**src/rtl/tournament_choice_table_if.sv**
```systemverilog
// Lookup/update bus of the tournament choice table. With TOURNAMENT_CHOICE_STATS_EN
// defined the bus also carries the global_wins/local_wins statistics counters.
interface tournament_choice_table_if #(
  parameter int unsigned IDX_W = 6
);
  logic             ready;
  logic             lookup_valid;
  logic [IDX_W-1:0] lookup_index;
  logic             choice_valid;
  logic [1:0]       choice_prediction;
  logic             update_valid;
  logic [IDX_W-1:0] update_index;
  logic             global_correct;
  logic             local_correct;
`ifdef TOURNAMENT_CHOICE_STATS_EN
  logic [15:0]      global_wins;
  logic [15:0]      local_wins;
`endif

  modport master (
    input  ready, choice_valid, choice_prediction,
`ifdef TOURNAMENT_CHOICE_STATS_EN
    input  global_wins, local_wins,
`endif
    output lookup_valid, lookup_index, update_valid, update_index,
           global_correct, local_correct
  );

  modport slave (
    output ready, choice_valid, choice_prediction,
`ifdef TOURNAMENT_CHOICE_STATS_EN
    output global_wins, local_wins,
`endif
    input  lookup_valid, lookup_index, update_valid, update_index,
           global_correct, local_correct
  );
endinterface

```
**src/rtl/tournament_choice_table.sv**
```systemverilog
// Tournament predictor choice (meta) counter table: init sweep, registered lookup,
// saturating RMW update. Optional statistics via TOURNAMENT_CHOICE_STATS_EN.
module tournament_choice_table #(
  parameter int unsigned IDX_W      = 6,
  parameter logic [1:0]  INIT_VALUE = 2'b01
) (
  input logic                    clk,
  input logic                    reset_n,
  tournament_choice_table_if.slave bus
);
  localparam int unsigned DEPTH = 2 ** IDX_W;

  typedef enum logic {ST_INIT, ST_RUN} state_t;

  state_t           state_q, state_d;
  logic [IDX_W-1:0] ptr_q;
  logic [1:0]       table_mem [DEPTH];
  logic             choice_valid_q;
  logic [1:0]       choice_pred_q;

  logic             upd_inc, upd_dec, upd_write;
  logic [1:0]       upd_old, upd_new, lk_data;

  always_ff @(posedge clk or negedge reset_n) begin
    if (!reset_n) state_q <= ST_INIT;
    else          state_q <= state_d;
  end

  always_comb begin
    state_d = state_q;
    unique case (state_q)
      ST_INIT: if (ptr_q == '1) state_d = ST_RUN;
      ST_RUN:  state_d = ST_RUN;
      default: state_d = ST_INIT;
    endcase
  end

  always_ff @(posedge clk or negedge reset_n) begin
    if (!reset_n)                ptr_q <= '0;
    else if (state_q == ST_INIT) ptr_q <= ptr_q + 1'b1;
  end

  always_comb begin
    upd_inc   = (state_q == ST_RUN) && bus.update_valid && bus.global_correct && !bus.local_correct;
    upd_dec   = (state_q == ST_RUN) && bus.update_valid && !bus.global_correct && bus.local_correct;
    upd_write = upd_inc || upd_dec;
    upd_old   = table_mem[bus.update_index];
    upd_new   = upd_old;
    if (upd_inc && upd_old != 2'b11) upd_new = upd_old + 2'b01;
    if (upd_dec && upd_old != 2'b00) upd_new = upd_old - 2'b01;
    // Write-first: a same-cycle update to the looked-up entry is forwarded.
    lk_data = table_mem[bus.lookup_index];
    if (upd_write && bus.update_index == bus.lookup_index) lk_data = upd_new;
  end

  always_ff @(posedge clk) begin
    if (state_q == ST_INIT) table_mem[ptr_q] <= INIT_VALUE;
    else if (upd_write)     table_mem[bus.update_index] <= upd_new;
  end

  always_ff @(posedge clk or negedge reset_n) begin
    if (!reset_n) begin
      choice_valid_q <= 1'b0;
      choice_pred_q  <= 2'b00;
    end else if (state_q == ST_RUN) begin
      choice_valid_q <= bus.lookup_valid;
      if (bus.lookup_valid) choice_pred_q <= lk_data;
    end else begin
      choice_valid_q <= 1'b0;
    end
  end

  assign bus.ready             = (state_q == ST_RUN);
  assign bus.choice_valid      = choice_valid_q;
  assign bus.choice_prediction = choice_pred_q;

`ifdef TOURNAMENT_CHOICE_STATS_EN
  logic [15:0] global_wins_q, local_wins_q;

  always_ff @(posedge clk or negedge reset_n) begin
    if (!reset_n) begin
      global_wins_q <= '0;
      local_wins_q  <= '0;
    end else begin
      if (upd_inc && global_wins_q != 16'hFFFF) global_wins_q <= global_wins_q + 16'd1;
      if (upd_dec && local_wins_q  != 16'hFFFF) local_wins_q  <= local_wins_q + 16'd1;
    end
  end

  assign bus.global_wins = global_wins_q;
  assign bus.local_wins  = local_wins_q;
`endif
endmodule

```
**src/flat_wrapper.sv**
```systemverilog
// flat-port wrapper written by rule: the top's interface ports become plain ports
module tournament_choice_table_flat 
#(
  parameter int unsigned IDX_W      = 6,
  parameter logic [1:0]  INIT_VALUE = 2'b01
)
  (clk, reset_n, bus_ready, bus_choice_valid, bus_choice_prediction, bus_lookup_valid, bus_lookup_index, bus_update_valid, bus_update_index, bus_global_correct, bus_local_correct);
  tournament_choice_table_if #(.IDX_W(IDX_W)) bus_i ();
  input logic clk;
  input logic reset_n;
  output wire logic [$bits(bus_i.ready)-1:0] bus_ready;
  output wire logic [$bits(bus_i.choice_valid)-1:0] bus_choice_valid;
  output wire logic [$bits(bus_i.choice_prediction)-1:0] bus_choice_prediction;
  input wire logic [$bits(bus_i.lookup_valid)-1:0] bus_lookup_valid;
  input wire logic [$bits(bus_i.lookup_index)-1:0] bus_lookup_index;
  input wire logic [$bits(bus_i.update_valid)-1:0] bus_update_valid;
  input wire logic [$bits(bus_i.update_index)-1:0] bus_update_index;
  input wire logic [$bits(bus_i.global_correct)-1:0] bus_global_correct;
  input wire logic [$bits(bus_i.local_correct)-1:0] bus_local_correct;
  assign bus_ready = bus_i.ready;
  assign bus_choice_valid = bus_i.choice_valid;
  assign bus_choice_prediction = bus_i.choice_prediction;
  assign bus_i.lookup_valid = bus_lookup_valid;
  assign bus_i.lookup_index = bus_lookup_index;
  assign bus_i.update_valid = bus_update_valid;
  assign bus_i.update_index = bus_update_index;
  assign bus_i.global_correct = bus_global_correct;
  assign bus_i.local_correct = bus_local_correct;
  tournament_choice_table #(.IDX_W(IDX_W), .INIT_VALUE(INIT_VALUE)) u_core (.clk(clk), .reset_n(reset_n), .bus(bus_i));
endmodule
```
**config.mk**
```make
export PLATFORM = sky130hd
export DESIGN_NAME = tournament_choice_table_flat
export DESIGN_NICKNAME = d
export VERILOG_FILES = /design/src/rtl/tournament_choice_table_if.sv /design/src/rtl/tournament_choice_table.sv /design/src/flat_wrapper.sv
export SDC_FILE = /design/constraint.sdc
export NUM_CORES = 1
export LEC_CHECK = 0
export ABC_AREA = 1
export BUFFER_PORTS_ARGS = -buffer_cell sky130_fd_sc_hd__buf_2
export CAP_MARGIN = 25
export CORE_UTILIZATION = 55
export CTS_CLUSTER_DIAMETER = 40
export CTS_CLUSTER_SIZE = 8
export DETAILED_ROUTE_END_ITERATION = 6
export GPL_TIMING_DRIVEN = 1
export PLACE_DENSITY = 0.72
export SETUP_SLACK_MARGIN = 0.05
export SYNTH_ARGS = -nofsm -noshare
export SYNTH_HDL_FRONTEND = slang
export SYNTH_SLANG_ARGS = --single-unit
```
**constraint.sdc**
```tcl
create_clock -name clk -period 8.5 [get_ports clk]
set_input_delay 0.85 -clock clk [delete_from_list [all_inputs] [get_ports clk]]
set_output_delay 0.85 -clock clk [all_outputs]
set_load 0.02 [all_outputs]
```
==> flow_metrics.env <==
export IMPL_status="completed"
export IMPL_crit_path_start="bus_update_index[0]"
export IMPL_worstHoldPathType="input pin to async pin"
export IMPL_hpwl_mm=13.2
export IMPL_ctsResizeCount=0
export IMPL_crit_path_frequent_cell="nand2_1"
export IMPL_fin_crit_sh=0.571
export IMPL_first_iter_violations=930
export IMPL_synth_nets=943
export IMPL_pwr_share_clk=0.486
export IMPL_slowest_stage="inv_1"
export IMPL_vias=6714
export IMPL_grt_overflow_total=0
export IMPL_ff2ff_path_depth=16
export IMPL_worstPathRequired_ns=8.72
export IMPL_area_delta_synth_final_pct=10.7
export IMPL_timing_setup_tns_ns=0
export IMPL_switching_power_uw=393
export IMPL_relSlewSlack=0.383
export IMPL_p_int_uw=1290
export IMPL_grt_pass1_vias=6118
export IMPL_cts_buffers=17
export IMPL_fin_util=0.631
export IMPL_rsz0062_at_grt="no"
export IMPL_ioPinCount=22
export IMPL_path_class="input pin to flop"
export IMPL_cp_cell_sequence="buf_2 > buf_4 > inv_2 > buf_12 > nand2_1 > nand3_1 > nand3_1 > nand2_1 > nand2_1 > nand3_1 > nand3_1 > nand2_1 > ha_1 > or2_2 > o21ai_0 > inv_1 > nand2_1 > nand2_1 > inv_1 > buf_4"
export IMPL_skew_ns=0.00794
export IMPL_synth_area_leader_cell="edfxtp_1"
export IMPL_gp_congestion=0.919
export IMPL_cts_sinks=138
export IMPL_final_cell_mix="nand2_1, nand3_1, edfxtp_1"
export IMPL_viasPerCell=6.07
export IMPL_dieArea_um2=14400
export IMPL_nets=939
export IMPL_path_depth=20
export IMPL_powerDensity_nw_per_um2=200
export IMPL_ys_ff_latch=138
export IMPL_period_needed_ns=4.86
export IMPL_cts_buffer_depth=2
export IMPL_setup_violations_final=0
export IMPL_timing_rr_start="u_core.table_mem[15][1]$_DFFE_PP_"
export IMPL_fmax_mhz=206
export IMPL_end_kind="flop"
export IMPL_grt_pass1_wl_mm=34.1
export IMPL_power_share_sequential=0.433
export IMPL_critical_path_max_stage_delay_ns=0.67
export IMPL_switching_share=0.233
export IMPL_yosysSeqAreaShare=0.536
export IMPL_synth_top_area_frac=0.503
export IMPL_antenna_found_initial=0
export IMPL_grt_use_total=0.323
export IMPL_maxCapViolCount=0
export IMPL_ys_types=33
export IMPL_ant_nets=0
export IMPL_fillCellCount=1155
export IMPL_worstSetupStartpointType="input pin"
export IMPL_start_util=0.570
export IMPL_cp_max_fo=66
export IMPL_first_pass_iters=5
export IMPL_synth_area_leaders="edfxtp_1, nand2_1, nand3_1"
export IMPL_drive_above_1_share=0.0924
export IMPL_final_common_cell="nand2_1"
export IMPL_syn_area_um2=7630
export IMPL_grt_max_degree=67
export IMPL_num_rows=42
export IMPL_crit_arrival_ns=5.07
export IMPL_ir_worst_vdd_uv=133
export IMPL_rrSetupSlack_ns=5.05
export IMPL_cts_setup_buffers=0
export IMPL_cts_hold_buf=0
export IMPL_core_region_area_um2=13400
export IMPL_routedWlPerCell_um=19.7
export IMPL_die_w_um=120
export IMPL_antennaDiodeCount=0
export IMPL_finalHoldViolCount=0
export IMPL_syn_inst=922
export IMPL_cp_num_buf_inv=7
export IMPL_power_frac_comb=0.080
export IMPL_routed_wl_mm=21.8
export IMPL_syn_mean_instance_area_um2=8.28
export IMPL_clkSlewWorstSetupHoldPaths_ns=0.06
export IMPL_critical_path_top_delay_family="buffers and inverters"
export IMPL_cts_tree="yes"
export IMPL_htree_levels=4
export IMPL_p_leak_uw=0.00344
export IMPL_portBuffers=21
export IMPL_drc=0
export IMPL_yosys_warnings=0
export IMPL_fp_dieH_um=120
export IMPL_clk_latency_ns=0.44
export IMPL_clockRootBuffer="clkbuf_16"
export IMPL_slew_violations=0
export IMPL_worstReg2RegEnd="u_core.table_mem[1][1]$_DFFE_PP_"
export IMPL_tightest_slew_ns=0.924
## sequential cells by signal, summed over array words and instances (netlist names)
| register | count |
|---|---|
| u_core.bus.choice_prediction | 2 |
| u_core.bus.choice_valid | 1 |
| u_core.bus.ready | 1 |
| u_core.ptr_q | 6 |
| u_core.table_mem | 128 |
## layout make-up
cell class	instances	area (um2)	share of cell area
Sequential cell	138	4090	0.484
Multi-Input combinational cell	700	3180	0.376
Clock buffer	18	429	0.0508
Clock inverter	14	220	0.0261
Tap cell	176	220	0.0261
Timing Repair Buffer	29	185	0.0219
Inverter	32	128	0.0151
## stage by stage
stage               total power, uW  hold slack, ns  instance area [um2]  setup WS, ns  cells
CTS                            1690           0.259                 8430          3.59   1106
finish                         1690           0.262                 8450          3.64   1107
global placement                875           0.459                 7770          3.28   1073
floorplan                       840           0.489                 7630          4.64    922
detailed placement              877           0.461                 7780          3.23   1074
global route                   1730           0.267                 8450          3.33   1107
## worst register-to-register path, delay by kind of cell (launching register included)
family,cells,cell delay [ns]
fa+ha+maj,1,0.20
buf+inv,3,1.20
flops,1,0.39
compound gates,1,0.18
simple gates,11,1.23
## worst max-delay path by stage
stage                                             end  slack [ns]
finish               u_core.table_mem[1][1]$_DFFE_PP_        3.64
CTS                 u_core.table_mem[53][1]$_DFFE_PP_        3.59
global route        u_core.table_mem[48][1]$_DFFE_PP_        3.33
floorplan            u_core.table_mem[0][0]$_DFFE_PP_        4.64
global placement    u_core.table_mem[54][1]$_DFFE_PP_        3.28
detailed placement  u_core.table_mem[19][1]$_DFFE_PP_        3.23
## power groups by stage
stage	Combinational [uW]	Clock, uW	Sequential, uW
floorplan	94.7	0	745
global placement	129	0	745
detailed placement	131	0	745
CTS	132	822	731
global route	150	852	731
finish	136	820	731
## cell families after synthesis
logic type               count (synthesis)  share of synthesized area
adder cells (fa/ha/maj)                  3                    0.00492
AND/OR/NAND/NOR                        671                      0.384
buffers and inverters                   84                     0.0485
flip-flops                             138                      0.536
AO/OA/AOI/OAI                           21                     0.0200
XOR/XNOR                                 5                    0.00672
## Yosys cell counts
library cell  number
clkinv_1           1
nand2_8            1
buf_1             14
nand2_2            3
edfxtp_1         128
xor2_1             1
o21ai_2            4
nor2_1            66
inv_6              1
o211ai_1           4
inv_4              1
nand3_4            1
buf_6              1
nand3_1          218
o21ai_4            2
dfrtp_1           10
nand4_1           10
nand2_4            4
buf_2             23
o21ai_0            7
inv_1             28
nand3_2            2
inv_2              1
nor2_4             1
ha_1               3
xnor2_1            3
a21oi_1            4
or2_2              1
clkbuf_1          13
xor2_2             1
buf_8              1
nor4_1             9
nand2_1          355
## routing by layer
layer  vias to the layer above  global-route usage  share of wire
li1                       3110                   -              -
met1                      3161               0.446           0.42
met2                       377               0.488           0.45
met3                        66              0.0689          0.090
met4                         0               0.151          0.037
met5                         -                   0              0
(Power assumes the default switching activity.)
